$ cat src/rtl/yarp_decode_pipe.sv
// YARP instruction-decode stage: one-cycle RV32I/RV64I field and immediate decode
// feeding a two-entry (main + skid) valid/ready buffer with flush and a retire counter.
module yarp_decode_pipe #(
  parameter int XLEN  = 32,
  parameter int CNT_W = 32
) (
  input  logic             clk,
  input  logic             reset,
  input  logic             flush_i,
  input  logic             in_valid_i,
  output logic             in_ready_o,
  input  logic [31:0]      instr_i,
  input  logic [XLEN-1:0]  pc_i,
  output logic             out_valid_o,
  input  logic             out_ready_i,
  output logic [XLEN-1:0]  pc_o,
  output logic [4:0]       rs1_o,
  output logic [4:0]       rs2_o,
  output logic [4:0]       rd_o,
  output logic [6:0]       op_o,
  output logic [2:0]       funct3_o,
  output logic [6:0]       funct7_o,
  output logic [5:0]       type_o,
  output logic             illegal_o,
  output logic [XLEN-1:0]  imm_o,
  output logic [CNT_W-1:0] dec_count_o
);

  typedef struct packed {
    logic [XLEN-1:0] pc;
    logic [XLEN-1:0] imm;
    logic [5:0]      typ;
    logic            illegal;
    logic [6:0]      funct7;
    logic [2:0]      funct3;
    logic [6:0]      op;
    logic [4:0]      rd;
    logic [4:0]      rs2;
    logic [4:0]      rs1;
  } dec_t;

  localparam logic [5:0] T_R = 6'b000001;
  localparam logic [5:0] T_I = 6'b000010;
  localparam logic [5:0] T_S = 6'b000100;
  localparam logic [5:0] T_B = 6'b001000;
  localparam logic [5:0] T_U = 6'b010000;
  localparam logic [5:0] T_J = 6'b100000;

  // Every immediate is first formed as a signed 32-bit value, so widening to
  // XLEN=64 replicates bit 31 (this is also what makes U-type sign-extend).
  function automatic logic [XLEN-1:0] sext32(input logic signed [31:0] v);
    logic signed [XLEN-1:0] w;
    w = XLEN'(v);
    return w;
  endfunction

  function automatic logic [CNT_W-1:0] sat_inc(input logic [CNT_W-1:0] v);
    return (&v) ? v : v + CNT_W'(1);
  endfunction

  function automatic dec_t decode(input logic [31:0] ins, input logic [XLEN-1:0] pc);
    dec_t               d;
    logic signed [31:0] imm32;
    logic [5:0]         typ;
    typ   = '0;
    imm32 = '0;
    if (ins[1:0] == 2'b11) begin
      case (ins[6:0])
        7'h33: typ = T_R;
        7'h03, 7'h13, 7'h67: begin
          typ   = T_I;
          imm32 = {{20{ins[31]}}, ins[31:20]};
        end
        7'h23: begin
          typ   = T_S;
          imm32 = {{20{ins[31]}}, ins[31:25], ins[11:7]};
        end
        7'h63: begin
          typ   = T_B;
          imm32 = {{19{ins[31]}}, ins[31], ins[7], ins[30:25], ins[11:8], 1'b0};
        end
        7'h37, 7'h17: begin
          typ   = T_U;
          imm32 = {ins[31:12], 12'h000};
        end
        7'h6F: begin
          typ   = T_J;
          imm32 = {{11{ins[31]}}, ins[31], ins[19:12], ins[20], ins[30:21], 1'b0};
        end
        default: typ = '0;
      endcase
    end
    d.pc      = pc;
    d.imm     = sext32(imm32);
    d.typ     = typ;
    d.illegal = (typ == '0);
    d.funct7  = ins[31:25];
    d.funct3  = ins[14:12];
    d.op      = ins[6:0];
    d.rd      = ins[11:7];
    d.rs2     = ins[24:20];
    d.rs1     = ins[19:15];
    return d;
  endfunction

  // ---- stage p0: combinational decode of the incoming word ----
  dec_t dec_p0;
  always_comb dec_p0 = decode(instr_i, pc_i);

  // ---- stage p1: main (output) entry and skid entry ----
  dec_t             main_p1;
  dec_t             skid_p1;
  logic             vld_p1;
  logic             skid_vld_p1;
  logic [CNT_W-1:0] cnt_p1;
  logic             in_fire;
  logic             out_fire;
  logic             main_free;

  assign in_ready_o = !skid_vld_p1;
  assign in_fire    = in_valid_i & in_ready_o;
  assign out_fire   = vld_p1 & out_ready_i;
  assign main_free  = !vld_p1 | out_fire;

  always_ff @(posedge clk) begin
    if (reset) begin
      vld_p1      <= 1'b0;
      skid_vld_p1 <= 1'b0;
      main_p1     <= '0;
      cnt_p1      <= '0;
    end else begin
      if (out_fire) cnt_p1 <= sat_inc(cnt_p1);
      if (flush_i) begin
        vld_p1      <= 1'b0;
        skid_vld_p1 <= 1'b0;
      end else if (main_free) begin
        // A full skid always drains first; in_ready is low then, so no load collides.
        if (skid_vld_p1) begin
          main_p1     <= skid_p1;
          vld_p1      <= 1'b1;
          skid_vld_p1 <= 1'b0;
        end else if (in_fire) begin
          main_p1 <= dec_p0;
          vld_p1  <= 1'b1;
        end else begin
          vld_p1 <= 1'b0;
        end
      end else if (in_fire) begin
        skid_vld_p1 <= 1'b1;
      end
    end
  end

  // Skid payload is qualified by skid_vld_p1, so it needs no reset.
  always_ff @(posedge clk) begin
    if (!flush_i && !main_free && in_fire) skid_p1 <= dec_p0;
  end

  assign out_valid_o = vld_p1;
  assign pc_o        = main_p1.pc;
  assign rs1_o       = main_p1.rs1;
  assign rs2_o       = main_p1.rs2;
  assign rd_o        = main_p1.rd;
  assign op_o        = main_p1.op;
  assign funct3_o    = main_p1.funct3;
  assign funct7_o    = main_p1.funct7;
  assign type_o      = main_p1.typ;
  assign illegal_o   = main_p1.illegal;
  assign imm_o       = main_p1.imm;
  assign dec_count_o = cnt_p1;

endmodule

$ cat config.mk
export PLATFORM = sky130hd
export DESIGN_NAME = yarp_decode_pipe
export DESIGN_NICKNAME = d
export VERILOG_FILES = /design/src/rtl/yarp_decode_pipe.sv
export SDC_FILE = /design/constraint.sdc
export NUM_CORES = 1
export LEC_CHECK = 0
export ABC_AREA = 1
export CAP_MARGIN = 30
export CELL_PAD_IN_SITES_DETAIL_PLACEMENT = 1
export CELL_PAD_IN_SITES_GLOBAL_PLACEMENT = 1
export CORE_MARGIN = 1.5
export CORE_UTILIZATION = 38
export CTS_BUF_LIST = sky130_fd_sc_hd__clkbuf_16
export DETAILED_ROUTE_END_ITERATION = 6
export PLACE_DENSITY = 0.82
export SYNTH_ARGS = -nofsm -noshare
export SYNTH_HDL_FRONTEND = slang
export SYNTH_SLANG_ARGS = --single-unit
$ cat constraint.sdc
create_clock -name clk -period 6.7 [get_ports clk]
set_input_delay 0.67 -clock clk [delete_from_list [all_inputs] [get_ports clk]]
set_output_delay 0.67 -clock clk [all_outputs]
set_load 0.03 [all_outputs]
==> results of run 1 <==
[through the flow]
step           util [%]  instance area [um2]  hold slack (ns)
6_report          50.05                13450           0.4632
2_1_floorplan         -                10400           0.5066
4_1_cts           50.05                13450           0.4663
3_5_place_dp      46.93                12610           0.4579
3_3_place_gp      46.83                12580           0.4530
5_1_grt           50.05                13450           0.4841
[area by class of cell]
class / count / area share [%]
clock buffer: 28 / 5.209
sequential: 240 / 43.41
clock inverter: 22 / 1.032
tap: 341 / 3.172
timing repair buffer: 213 / 15.81
inverter: 48 / 1.377
multi-input combinational: 878 / 29.99
[where the power goes]
group | switching (mW) | internal (mW)
sequential | 0.0229 | 1.56
clock | 0.604 | 0.795
combinational | 0.195 | 0.124
[registers in the layout (all words and copies together) (netlist names), 5 cells and up]
signal       count
dec_count_o     32
funct7_o         7
rs2_o            5
rs1_o            5
imm_o           32
rd_o             5
pc_o            32
type_o           6
skid_p1        103
op_o             7
[worst reg2reg max path, stage by stage, from the launching register on]
cell                      delay (ns)
sky130_fd_sc_hd__dfxtp_4        0.90
sky130_fd_sc_hd__nor2_1         0.19
sky130_fd_sc_hd__inv_2          0.11
sky130_fd_sc_hd__nand3_2        0.07
sky130_fd_sc_hd__buf_4          0.33
sky130_fd_sc_hd__inv_4          0.45
sky130_fd_sc_hd__buf_4          0.73
sky130_fd_sc_hd__o21ai_0        0.27
sky130_fd_sc_hd__a31oi_1        0.20
[per-layer routing]
metal  vias to the layer above  track usage [%]  share of wire, %
met2                       276            37.94                48
met4                         0            7.415               3.0
li1                       4488                -                 -
met5                         -                0                 0
met3                        60            2.891               5.8
met1                      4543            28.71                44
[kinds of logic after synthesis]
kind of cell    Yosys count
simple gates            641
flops                   240
compound gates          223
buf+inv                 122
xor+xnor                 13
fa+ha+maj                 1
[placed cells by master, fill, tap and decap left out]
cell type and instances:
sky130_fd_sc_hd__xnor2_1 4, sky130_fd_sc_hd__inv_2 6, sky130_fd_sc_hd__clkbuf_16 28, sky130_fd_sc_hd__edfxtp_1 103, sky130_fd_sc_hd__a21oi_1 65, sky130_fd_sc_hd__nand2_1 398
sky130_fd_sc_hd__nor3_1 2, sky130_fd_sc_hd__nand2_2 8, sky130_fd_sc_hd__clkinv_2 4, sky130_fd_sc_hd__nand3_2 1, sky130_fd_sc_hd__nor2_2 2, sky130_fd_sc_hd__inv_16 1
sky130_fd_sc_hd__inv_4 2, sky130_fd_sc_hd__a21oi_2 10, sky130_fd_sc_hd__nand3b_1 12, sky130_fd_sc_hd__nor3b_1 1, sky130_fd_sc_hd__nand3_1 62, sky130_fd_sc_hd__inv_1 47
sky130_fd_sc_hd__buf_2 1, sky130_fd_sc_hd__buf_16 1, sky130_fd_sc_hd__nand4_1 9, sky130_fd_sc_hd__o211ai_1 4, sky130_fd_sc_hd__nand2_4 3, sky130_fd_sc_hd__dfxtp_4 1
sky130_fd_sc_hd__nor2_4 7, sky130_fd_sc_hd__xor2_1 9, sky130_fd_sc_hd__clkinv_4 1, sky130_fd_sc_hd__nor2_1 136, sky130_fd_sc_hd__o21ai_0 80, sky130_fd_sc_hd__dfxtp_1 136
sky130_fd_sc_hd__bufinv_16 1, sky130_fd_sc_hd__ha_1 1, sky130_fd_sc_hd__clkinvlp_4 1, sky130_fd_sc_hd__clkdlybuf4s50_1 204, sky130_fd_sc_hd__clkinv_1 7, sky130_fd_sc_hd__a31oi_1 64
sky130_fd_sc_hd__buf_4 7
[worst min path at each step]
stage,startpoint,endpoint,cells past startpoint
2_1_floorplan,skid_p1[35],type_o[2],2
3_3_place_gp,imm_o[0],imm_o[0],2
3_5_place_dp,imm_o[17],imm_o[17],2
4_1_cts,imm_o[1],imm_o[1],2
5_1_grt,imm_o[29],imm_o[29],2
6_report,imm_o[19],imm_o[19],2
==> impl_metrics.sql, run 1 <==
INSERT INTO impl_metrics (metric_group, metric, value, unit) VALUES
('cts', 'clock-root-buffer', 'sky130_fd_sc_hd__clkbuf_16', ''),
('placed_design', 'routabilityCongestion', '0.8691', ''),
('cts', 'cts-buffers-inserted', '27', ''),
('logic_synthesis', 'netlist_top_cells_count', '398 x sky130_fd_sc_hd__nand2_1, 137 x sky130_fd_sc_hd__dfxtp_1, 137 x sky130_fd_sc_hd__nor2_1', ''),
('logic_synthesis', 'mappedNetlistArea', '10400', 'um2'),
('logic_synthesis', 'synth.avg_cell_area', '8.384', 'um2'),
('finish', 'seqCellArea', '5839', 'um2'),
('logic_synthesis', 'synth_most_common_cell', 'sky130_fd_sc_hd__nand2_1', ''),
('timing', 'fin_skew', '0.01572', 'ns'),
('logic_synthesis', 'synth.yosys.warnings', '0', ''),
('floorplanning', 'start_util', '38.68', '%'),
('setup_path', 'critical-path-top-delay-family', 'buffers and inverters', ''),
('cts', 'postCtsHoldBufs', '0', ''),
('logic_synthesis', 'synth_top_family_by_area', 'simple AND/OR/NAND/NOR gates', ''),
('detailed_routing', 'drt_first_iter_violations', '614', ''),
('global_routing', 'grt_remaining_overflow', '0', ''),
('flow_run', 'max-cap-violations', '0', ''),
('timing', 'clock.fmax', '287.2', 'MHz'),
('timing', 'grt_setup_unrepaired', 'false', ''),
('floorplanning', 'num_rows', '60', ''),
('logic_synthesis', 'synth_seq_area_share', '56.13', '%'),
('cts', 'post_cts_setup_buffers', '0', ''),
('setup_path', 'critical_path.max_stage_delay', '0.90', 'ns'),
('power', 'powerDensity', '245.6', 'nW/um2'),
('setup_path', 'critical_path_depth', '3', ''),
('logic_synthesis', 'synth_adder_area_share', '0.1204', '%'),
('detailed_routing', 'drc_errors', '0', ''),
('global_routing', 'grt_max_degree', '91', ''),
('cts', 'cts.clk_slew.worst_paths', '0.06', 'ns'),
('finish', 'layoutNonFillerInstCount', '1770', ''),
('timing', 'slew_headroom', '37.15', '%'),
('finish', 'share_of_layout_cells_above_drive_strength_1', '5.948', '%'),
('detailed_routing', 'antenna_violating_nets_post_route', '0', ''),
('timing', 'min_period_over_period', '51.96', '%'),
('logic_synthesis', 'synthTopCellsByArea', 'sky130_fd_sc_hd__edfxtp_1 30%, sky130_fd_sc_hd__dfxtp_1 26%, sky130_fd_sc_hd__nand2_1 14%', ''),
('timing', 'hold_viol_final', '0', ''),
('setup_path', 'critical_path.reg2reg.startpoint', 'skid_vld_p1', ''),
('logic_synthesis', 'yosys.cell_types.count', '30', ''),
('finish', 'multi_input_area', '4034', 'um2'),
('placed_design', 'pre_cts_ws', '3.126', 'ns'),
('hold_path', 'hold_path_class', 'flip-flop to flip-flop', ''),
('logic_synthesis', 'synth.largest_area_cell', 'sky130_fd_sc_hd__edfxtp_1', ''),
('detailed_routing', 'detailroute.via_count', '9367', ''),
('timing', 'final-setup-viol-count', '0', ''),
('placed_design', 'dp_hpwl', '21040', 'um'),
('logic_synthesis', 'synthArstFlopShare', '0', '%'),
('logic_synthesis', 'synth_edf_count', '103', ''),
('floorplanning', 'core_region_area', '26880', 'um2'),
('global_routing', 'grt_first_pass_wirelength', '50450', 'um'),
('setup_path', 'worstSetupStartpoint', 'skid_vld_p1', ''),
('power', 'highest_ir_drop_seen_on_vdd', '0.0001769', 'V'),
('cts', 'insertion_delay_of_the_later_clocked_pin_in_the_worst_skew_pair', '0.55', 'ns'),
('floorplanning', 'fp.dieH', '168.4', 'um'),
('setup_path', 'regToRegEndpoint', 'op_o[4]', ''),
('cts', 'clock_sink_count', '240', ''),
('placed_design', 'place_inst', '1720', ''),
('logic_synthesis', 'synth.net_count', '1310', ''),
('cts', 'ctsResizeCount', '0', ''),
('global_routing', 'grt_antenna_before_repair', '0', ''),
('setup_path', 'ff2ff_path_depth', '8', ''),
('global_routing', 'overall_global_routing_usage', '22.08', '%'),
('setup_path', 'required_time_of_the_critical_path', '6.03', 'ns'),
('detailed_routing', 'routed_via_density', '5.292', ''),
('setup_path', 'arrival', '2.81', 'ns'),
('detailed_routing', 'wl_per_cell', '17.82', 'um'),
('setup_path', 'cp_num_buf_inv', '3', ''),
('setup_path', 'reg2reg_slack', '3.39', 'ns'),
('power', 'total_leakage_power', '5.074', 'nW'),
('logic_synthesis', 'synthSimpleGateAreaFrac', '25.50', '%'),
('status', 'run_status', 'finished clean', ''),
('floorplanning', 'floorplan_die_area', '28360', 'um2');
Power figures use the tool's default switching activity.
==> run 2, diff against run 1 <==
==> constraint.sdc (replaced) <==
create_clock -name clk -period 3.3 [get_ports clk]
set_input_delay 0.33 -clock clk [delete_from_list [all_inputs] [get_ports clk]]
set_output_delay 0.33 -clock clk [all_outputs]
set_load 0.03 [all_outputs]
==> run 2 against run 1 <==
Against the previous run: non-clock buffer count rose by 6; the flow now finishes with violations (design-rule violations); final cell count up 0.34%; clock skew shrank 0.0056 ns; critical path depth decreased by 1; sequential cell count stayed put; highest routed layer unchanged.
==> impl_metrics.sql, run 2 (synthesis results as in run 1) <==
INSERT INTO impl_metrics (metric_group, metric, value, unit) VALUES
('cts', 'clock_sink_count', '240', ''),
('placed_design', 'portBuffers', '205', ''),
('cts', 'insertion_delay_of_the_later_clocked_pin_in_the_worst_skew_pair', '0.54', 'ns'),
('finish', 'largest_register_ffs', '103', ''),
('finish', 'antenna_cells', '0', ''),
('floorplanning', 'die_width', '168.4', 'um'),
('detailed_routing', 'antenna_violating_nets_post_route', '0', ''),
('timing', 'grt_setup_unrepaired', 'false', ''),
('detailed_routing', 'firstDrtPassIters', '7', ''),
('floorplanning', 'ioPinCount', '206', ''),
('finish', 'layout_area_growth_over_synthesis', '31.34', '%'),
('status', 'failed_checks', 'design-rule violations', ''),
('power', 'power.share.combinational', '9.4', '%'),
('global_routing', 'grt_remaining_overflow', '0', ''),
('global_routing', 'overall_global_routing_usage', '22.58', '%'),
('cts', 'max-clock-path-buffers', '3', ''),
('cts', 'htreeDepth', '1', ''),
('placed_design', 'placed_area', '12710', 'um2'),
('floorplanning', 'num_rows', '60', ''),
('setup_path', 'crit_type', 'flip-flop to output port', ''),
('cts', 'tritoncts', 'built', ''),
('cts', 'ctsResizeCount', '0', ''),
('timing', 'min_period_over_period', '72.96', '%'),
('power', 'total_leakage_power', '5.152', 'nW'),
('timing', 'fin_skew', '0.01014', 'ns'),
('detailed_routing', 'drc_errors', '1', ''),
('detailed_routing', 'drt_first_iter_violations', '636', ''),
('setup_path', 'critical-path-top-delay-family', 'buffers and inverters', ''),
('placed_design', 'dp_hpwl', '21580', 'um'),
('hold_path', 'hold_path_class', 'input pin to flip-flop', ''),
('floorplanning', 'start_util', '38.68', '%'),
('power', 'clk_network_pwr_share', '45.2', '%'),
('power', 'internal_power', '5.394', 'mW'),
('detailed_routing', 'final_wirelength', '32320', 'um'),
('detailed_routing', 'routed_via_density', '5.195', ''),
('power', 'p_switching', '1.678', 'mW'),
('finish', 'layoutNonFillerInstCount', '1776', ''),
('finish', 'top_register', 'skid_p1', ''),
('detailed_routing', 'dr.max_layer_used', 'met4', ''),
('power', 'powerDensity', '517.9', 'nW/um2'),
('cts', 'post_cts_setup_buffers', '0', ''),
('setup_path', 'arrival', '2.08', 'ns'),
('flow_run', 'max-cap-violations', '0', ''),
('cts', 'cts-buffers-inserted', '27', ''),
('power', 'power.switching_fraction', '23.73', '%'),
('detailed_routing', 'wl_per_cell', '18.20', 'um'),
('power', 'highest_ir_drop_seen_on_vdd', '0.0002865', 'V'),
('floorplanning', 'core_region_area', '26880', 'um2'),
('placed_design', 'routabilityCongestion', '0.8453', ''),
('timing', 'slew_headroom', '34.99', '%'),
('timing', 'final-setup-viol-count', '0', ''),
('cts', 'postCtsHoldBufs', '0', ''),
('placed_design', 'place_inst', '1726', ''),
('timing', 'hold_viol_final', '0', ''),
('global_routing', 'grt_first_pass_wirelength', '51360', 'um'),
('finish', 'finish.instance_area', '13650', 'um2'),
('floorplanning', 'floorplan_die_area', '28360', 'um2'),
('setup_path', 'critical_path.max_stage_delay', '0.85', 'ns'),
('finish', 'num-fill-cells', '3142', ''),
('setup_path', 'startpoint_class', 'flip-flop', ''),
('timing', 'slew_at_the_pin_with_the_worst_max_slew_slack', '0.9752', 'ns'),
('timing', 'clock.fmax', '415.4', 'MHz'),
('global_routing', 'grt_antenna_before_repair', '0', ''),
('global_routing', 'grt_max_degree', '89', ''),
('power', 'power_frac_seq', '45.5', '%'),
('finish', 'final_util', '50.81', '%'),
('finish', 'final_nets', '1484', ''),
('finish', 'most_common_cell_after_layout_fill_and_taps_aside', 'sky130_fd_sc_hd__nand2_1', ''),
('setup_path', 'timing.critical_path.slowest_stage_cell', 'sky130_fd_sc_hd__clkdlybuf4s50_1', ''),
('detailed_routing', 'detailroute.via_count', '9227', ''),
('setup_path', 'cp_num_buf_inv', '2', ''),
('detailed_routing', 'wl_met1', '14500', 'um'),
('cts', 'cts.clk_slew.worst_paths', '0.06', 'ns'),
('setup_path', 'critPathMaxFanout', '43', ''),
('status', 'run_status', 'finished, violations left', ''),
('timing', 'maxSlewViolCount', '0', ''),
('finish', 'final_cell_mix', '398 x sky130_fd_sc_hd__nand2_1, 204 x sky130_fd_sc_hd__clkdlybuf4s50_1, 136 x sky130_fd_sc_hd__nor2_1, 136 x sky130_fd_sc_hd__dfxtp_1, 103 x sky130_fd_sc_hd__edfxtp_1', ''),
('setup_path', 'path_cells', 'inv_4 > clkdlybuf4s50_1', ''),
('timing', 'final_period_minus_worst_setup_slack', '2.408', 'ns'),
('timing', 'final.setup.tns', '0', 'ns'),
('cts', 'clock-root-buffer', 'sky130_fd_sc_hd__clkbuf_16', ''),
('setup_path', 'setup.worst_path.end_class', 'output port', ''),
('detailed_routing', 'routed-wl-met3', '1593', 'um'),
('detailed_routing', 'dr_wl_met2', '15320', 'um'),
('setup_path', 'required_time_of_the_critical_path', '2.97', 'ns'),
('finish', 'share_of_layout_cells_above_drive_strength_1', '6.690', '%'),
('floorplanning', 'fp.dieH', '168.4', 'um'),
('global_routing', 'first_global_vias', '9382', '');
[run 2: final timing paths]
kind              slack [ns]  cells after the start      startpoint              to
hold reg to reg         0.47                      2       imm_o[18]       imm_o[18]
hold / removal          0.38                      1        pc_i[24]     skid_p1[95]
setup reg to reg        0.90                     10  dec_count_o[0]  dec_count_o[0]
setup / recovery        0.89                      2     skid_vld_p1      in_ready_o
[run 2: cell type report]
| type | count | area, um2 | share of cell area, % |
|---|---|---|---|
| multi-input cells | 878 | 4034 | 29.54 |
| clock buffers | 27 | 675.6 | 4.948 |
| flip-flops and latches | 240 | 5837 | 42.75 |
| clock inverters | 23 | 269.0 | 1.970 |
| well taps | 341 | 426.7 | 3.125 |
| inverters | 48 | 185.2 | 1.356 |
| repair buffers | 219 | 2227 | 16.31 |
[run 2: power by group through the flow]
stage,Combinational [mW],Sequential (mW),Clock (mW)
global placement,0.648,3.27,0
CTS,0.669,3.21,3.26
detailed placement,0.662,3.28,0
finish,0.664,3.21,3.19
global route,0.711,3.22,3.38
floorplan,0.206,3.41,0
[run 2: metal layers]
layer / global-route usage (%) / up-vias
li1: - / 4488
met1: 29.91 / 4457
met2: 37.83 / 225
met3: 3.526 / 57
met4: 7.337 / 0
met5: 0 / -
[run 2: metrics by stage]
| stage | hold WS, ns | setup slack, ns | total power, mW |
|---|---|---|---|
| 2_1_floorplan | 0.4289 | 0.1086 | 3.612 |
| 3_3_place_gp | 0.4535 | 0.8565 | 3.921 |
| 3_5_place_dp | 0.4592 | 0.7180 | 3.939 |
| 4_1_cts | 0.3571 | 0.8352 | 7.148 |
| 5_1_grt | 0.3595 | 0.6986 | 7.313 |
| 6_report | 0.3759 | 0.8925 | 7.072 |
